==> config.mk <==
export PLATFORM = sky130hd
export DESIGN_NAME = mul_hilo_unit
export DESIGN_NICKNAME = d
export VERILOG_FILES = /design/src/rtl/mul_hilo_unit_pkg.sv /design/src/rtl/mul_hilo_unit_reg32.sv /design/src/rtl/mul_hilo_unit.sv
export SDC_FILE = /design/constraint.sdc
export NUM_CORES = 1
export LEC_CHECK = 0
export CORE_MARGIN = 2
export CORE_UTILIZATION = 43
export DETAILED_ROUTE_END_ITERATION = 12
export PLACE_DENSITY = 0.86
export SYNTH_ARGS = -nofsm -noshare
export SYNTH_HDL_FRONTEND = slang
export SYNTH_SLANG_ARGS = --single-unit
==> constraint.sdc <==
create_clock -name clock -period 12.62 [get_ports clock]
set_input_delay 3.155 -clock clock [delete_from_list [all_inputs] [get_ports clock]]
set_output_delay 3.155 -clock clock [all_outputs]
set_load 0.02 [all_outputs]
==> src/rtl/mul_hilo_unit_pkg.sv <==
// Shared definitions for the HI/LO multiply controller: data width, product
// field slices and the 2-bit FSM state encoding.
package mul_hilo_unit_pkg;

  localparam int WORD   = 32;
  localparam int HI_MSB = 63;
  localparam int HI_LSB = 32;
  localparam int LO_MSB = 31;
  localparam int LO_LSB = 0;
  localparam int CNT_W  = 4;

  localparam logic [1:0] ST_IDLE    = 2'd0;
  localparam logic [1:0] ST_SETTLE  = 2'd1;
  localparam logic [1:0] ST_CAPTURE = 2'd2;
  localparam logic [1:0] ST_DONE    = 2'd3;

  function automatic logic is_busy(input logic [1:0] st);
    return (st == ST_SETTLE) || (st == ST_CAPTURE);
  endfunction

endpackage

==> src/rtl/mul_hilo_unit_reg32.sv <==
// 32-bit register with asynchronous active-high clear and a load enable.
// Used for the operand latches and the HI/LO result registers.
module reg32_en
  import mul_hilo_unit_pkg::*;
(
  input  logic            clock,
  input  logic            clear,
  input  logic            load,
  input  logic [WORD-1:0] d,
  output logic [WORD-1:0] q
);

  logic [WORD-1:0] q_q;
  logic [WORD-1:0] q_d;

  always_comb begin
    q_d = q_q;
    if (load) q_d = d;
  end

  // NOTE: sequential state is written only with <= so every flop samples
  // pre-edge values regardless of block ordering.
  always_ff @(posedge clock or posedge clear) begin
    if (clear) q_q <= '0;
    else       q_q <= q_d;
  end

  assign q = q_q;

endmodule

==> src/rtl/mul_hilo_unit.sv <==
// Multi-cycle controller and HI/LO result stage for an external combinational
// signed 32x32 multiplier; operands are held stable for SETTLE_CYCLES.
module mul_hilo_unit
  import mul_hilo_unit_pkg::*;
#(
  parameter int SETTLE_CYCLES = 2  // 1..15
) (
  input  logic            clock,
  input  logic            clear,
  input  logic            start,
  input  logic [WORD-1:0] op_a,
  input  logic [WORD-1:0] op_b,
  input  logic [63:0]     product,
  output logic [WORD-1:0] mul_x,
  output logic [WORD-1:0] mul_y,
  input  logic [WORD-1:0] bus_in,
  input  logic            hi_load,
  input  logic            lo_load,
  output logic [WORD-1:0] hi_out,
  output logic [WORD-1:0] lo_out,
  output logic            busy,
  output logic            done
);

  localparam logic [CNT_W-1:0] CNT_INIT = CNT_W'(SETTLE_CYCLES - 1);

  logic [1:0]       state_q, state_d;
  logic [CNT_W-1:0] cnt_q, cnt_d;

  logic            op_load;
  logic            capture;
  logic            hi_en, lo_en;
  logic [WORD-1:0] hi_d, lo_d;

  assign op_load = (state_q == ST_IDLE) && start;
  assign capture = (state_q == ST_CAPTURE);

  // NOTE: every variable gets a default before the case so no path leaves it
  // unassigned, which would otherwise infer a latch.
  always_comb begin
    state_d = state_q;
    cnt_d   = cnt_q;
    case (state_q)
      ST_IDLE: begin
        if (start) begin
          cnt_d   = CNT_INIT;
          state_d = ST_SETTLE;
        end
      end
      ST_SETTLE: begin
        if (cnt_q == '0) state_d = ST_CAPTURE;
        else             cnt_d   = cnt_q - 1'b1;
      end
      ST_CAPTURE: state_d = ST_DONE;
      ST_DONE:    state_d = ST_IDLE;
      default:    state_d = ST_IDLE;
    endcase
  end

  // NOTE: only control state needs reset here; the data registers carry their
  // own clear inside reg32_en, so nothing downstream sees X after reset.
  always_ff @(posedge clock or posedge clear) begin
    if (clear) begin
      state_q <= ST_IDLE;
      cnt_q   <= '0;
    end else begin
      state_q <= state_d;
      cnt_q   <= cnt_d;
    end
  end

  // Product capture takes priority over a coincident bus write.
  always_comb begin
    hi_en = capture || hi_load;
    lo_en = capture || lo_load;
    hi_d  = bus_in;
    lo_d  = bus_in;
    if (capture) begin
      hi_d = product[HI_MSB:HI_LSB];
      lo_d = product[LO_MSB:LO_LSB];
    end
  end

  reg32_en u_mul_x (
    .clock (clock),
    .clear (clear),
    .load  (op_load),
    .d     (op_a),
    .q     (mul_x)
  );

  reg32_en u_mul_y (
    .clock (clock),
    .clear (clear),
    .load  (op_load),
    .d     (op_b),
    .q     (mul_y)
  );

  reg32_en u_hi (
    .clock (clock),
    .clear (clear),
    .load  (hi_en),
    .d     (hi_d),
    .q     (hi_out)
  );

  reg32_en u_lo (
    .clock (clock),
    .clear (clear),
    .load  (lo_en),
    .d     (lo_d),
    .q     (lo_out)
  );

  assign busy = is_busy(state_q);
  assign done = (state_q == ST_DONE);

endmodule

==> results.toml <==
[outcome]
result_of_the_run = "completed"

[yosys]
dominantRegCellSynth = "sky130_fd_sc_hd__dfrtp_1"
synth-edff-count = 0
netlist-cell-type-count = 24
ys_warn_count = 0
mappedNetlistNets = 628
postSynth.asyncResetShare = 1.00
synth_cells = 456
synthMostInstantiatedCell = "sky130_fd_sc_hd__dfrtp_1"
yosysTopAreaCellShare = 0.588
post_synth.cell_area_avg_sq_um = 12.5
synth_top_cell_by_area = "sky130_fd_sc_hd__dfrtp_1"
synth.top_cells.by_count = "sky130_fd_sc_hd__dfrtp_1, sky130_fd_sc_hd__mux2i_1, sky130_fd_sc_hd__nand2_1, sky130_fd_sc_hd__o21ai_0, sky130_fd_sc_hd__mux2_2"
netlist_area_sq_mm = 0.00571
synth.yosys.seq_area_share = 0.588
synth.ff_latch_count = 134
ys_top_cells_by_area = "sky130_fd_sc_hd__dfrtp_1, sky130_fd_sc_hd__mux2_2, sky130_fd_sc_hd__mux2i_1, sky130_fd_sc_hd__o21ai_0, sky130_fd_sc_hd__nand2_1"

[global_routing]
grt_met3_use = 0.111
grt-ovfl-total = 0
via_count_of_the_first_global_routing_pass = 4973
grt_pass1_wl_microns = 25900
grt_met2_use = 0.408
use_met1 = 0.252
track_usage = 0.237
number_of_antenna_violations_at_the_first_check_in_global_routing = 1
grt_busiest_layer = "met2"
pin_count_of_the_biggest_net_entering_global_routing = 130

[clock_tree]
deepest_clock_path_buffer_count = 2
cts_tree = "built"
cts.repair_timing.setup_buffer_count = 0
numClockSinks = 134
cts_hold_repair.buffers = 0
path_clk_slew_ns = 0.06
cts_htree_levels = 4
tritoncts.num_buffers = 17
clock_latency_on_the_worst_skew_pair_ns = 0.41
cts_resized = 0
clock_tree.root_cell = "sky130_fd_sc_hd__clkbuf_16"

[cells_and_area]
number_of_standard_cells_in_the_final_layout_excluding_fillers = 932
area_delta_synth_final_pct = 63.3
multi_input_area_sq_mm = 0.00221
num-nets-final = 914
regArea_sq_mm = 0.00335
layout.filler_cells = 887
ratio_of_cells_with_drive_above_1_in_the_final_layout = 0.139
final_core_util = 0.712

[die]
fp-row-count = 42
y_dimension_of_the_die_microns = 119
dieArea_sq_mm = 0.0142
start_util = 0.436
die-width_microns = 119
core_region_area_sq_mm = 0.0131
num_io_pins = 295

[setup_path]
critical_path_peak_fanout = 4
worst_ep_required_time_ns = 9.47
critical_path_capture_point_type = "primary output"
cp_top_family = "buffers and inverters"
timing.critical_path.cells = "inv_1, ha_1, clkdlybuf4s50_1"
crit_type = "reg2out"
timing.critical_path.buf_inv = 2
worstPathArrival_ns = 1.86
crit_path_start_kind = "register"
critical_path.max_stage_delay_ns = 0.61
cp_slowest_cell = "sky130_fd_sc_hd__clkdlybuf4s50_1"

[timing]
achievable-frequency_mhz = 199
tightestPinTransition_ns = 1.11
final_period_minus_worst_setup_slack_ns = 5.02
clock-skew-final_ns = 0.00503
final.setup.tns_ns = 0
hold_slack_ns = 0.506
max_slew_margin = 0.263
finalCritPeriodShare = 0.398
rsz0062_at_grt = "false"
finalSetupViolCount = 0
timing.final.hold_violations = 0
maxSlewViolCount = 0

[placed_design]
dp_hpwl_microns = 12100
placed_cells_incl_taps = 899
port_buffers = 294
globalplace.congestion = 0.862

[detailed_routing]
route.detailed.vias_per_inst = 4.99
drt-total-wl_microns = 16700
drt_pass1_iterations = 4
drt_drc_violations_left = 0
postRouteAntennaNets = 0
routedWlPerCell_microns = 17.9
via_count = 4648
detailedRoute.firstIterationViolations = 221

[job]
max-cap-violations = 0

[power]
reported_leakage_power_uw = 0.00401
peakVddDrop_mv = 0.179
power.density_cell_area_mw_per_mm2 = 261

[worst_hold_path]
holdCritPathClass = "reg2reg"
-- stage by stage --
step                total power (uW)  setup WS [ns]  area, sq um
global placement                1940           7.64         8760
detailed placement              1980           7.56         8760
global route                    2570           7.52         9320
CTS                             2460           7.57         9320
floorplan                       1380           5.88         5710
finish                          2430           7.60         9320
-- worst register-to-register path: stages (launching register included) --
cell	delay [ns]
sky130_fd_sc_hd__dfrtp_1	0.39
sky130_fd_sc_hd__inv_1	0.13
sky130_fd_sc_hd__ha_1	0.27
sky130_fd_sc_hd__nand2_2	0.07
sky130_fd_sc_hd__buf_4	0.59
sky130_fd_sc_hd__mux2_2	0.50
-- cells in the final DEF, fill, tap and decap left out, types with 2 or more instances in the layout --
cell,synthesis,routed
sky130_fd_sc_hd__inv_1,7,6
sky130_fd_sc_hd__clkdlybuf4s50_1,0,292
sky130_fd_sc_hd__buf_2,18,2
sky130_fd_sc_hd__buf_4,0,2
sky130_fd_sc_hd__clkbuf_1,11,3
sky130_fd_sc_hd__mux2i_1,66,66
sky130_fd_sc_hd__mux2_2,64,64
sky130_fd_sc_hd__o21ai_0,65,65
sky130_fd_sc_hd__ha_1,7,6
sky130_fd_sc_hd__nor2_1,3,3
sky130_fd_sc_hd__clkinv_2,0,6
sky130_fd_sc_hd__nand2_1,65,65
sky130_fd_sc_hd__clkbuf_8,0,3
sky130_fd_sc_hd__mux2_4,2,2
sky130_fd_sc_hd__clkbuf_16,0,17
sky130_fd_sc_hd__dfrtp_1,134,134
sky130_fd_sc_hd__nor2b_1,2,2
-- final timing paths --
| kind | start | endpoint | slack [ns] | cells after the start |
|---|---|---|---|---|
| max | state_q[0]$_DFFE_PP0P_ | busy | 7.60 | 3 |
| min | u_mul_y.q[27]$_DFFE_PP0P_ | u_mul_y.q[27]$_DFFE_PP0P_ | 0.51 | 1 |
| max reg2reg | state_q[0]$_DFFE_PP0P_ | u_mul_x.q[18]$_DFFE_PP0P_ | 10.56 | 5 |
| min reg2reg | u_mul_y.q[27]$_DFFE_PP0P_ | u_mul_y.q[27]$_DFFE_PP0P_ | 0.51 | 1 |
| max in group asynchronous | clear | u_hi.q[14]$_DFFE_PP0P_ | 8.05 | 3 |
| min in group asynchronous | clear | u_mul_y.q[0]$_DFFE_PP0P_ | 3.19 | 2 |
-- report_power, final --
group | internal [uW] | total (uW) | switching, uW
Combinational | 600 | 1200 | 598
Sequential | 651 | 777 | 126
Clock | 285 | 460 | 175
-- registers in the layout, summed over array words and instances (netlist names) --
signal / cells
u_mul_y.q: 32
u_lo.q: 32
cnt_q: 4
state_q: 2
u_mul_x.q: 32
u_hi.q: 32
-- cell families (layout without fill, tap and decap cells) --
| kind of cell | after synthesis | in the layout | share of synthesized area |
|---|---|---|---|
| AOI/OAI and AO/OA | 69 | 69 | 0.0634 |
| muxes | 132 | 132 | 0.247 |
| and+or+nand+nor | 78 | 78 | 0.0588 |
| other | 0 | 1 | 0 |
| adders and majority gates | 7 | 7 | 0.0153 |
| DFF | 134 | 134 | 0.588 |
| buffers and inverters | 36 | 335 | 0.0276 |
-- cell type report --
class,instances,share of cell area
Sequential cell,134,0.360
Timing Repair Buffer,296,0.316
Multi-Input combinational cell,286,0.237
Clock buffer,23,0.0513
Tap cell,176,0.0236
Clock inverter,9,0.00819
Inverter,7,0.00336
Antenna cell,1,0.000269
-- layer usage --
layer,wire length (microns),share of wire
met1,6100,0.37
met2,8520,0.51
met3,1750,0.10
met4,289,0.017
met5,0,0
Power figures use the tool's default switching activity.
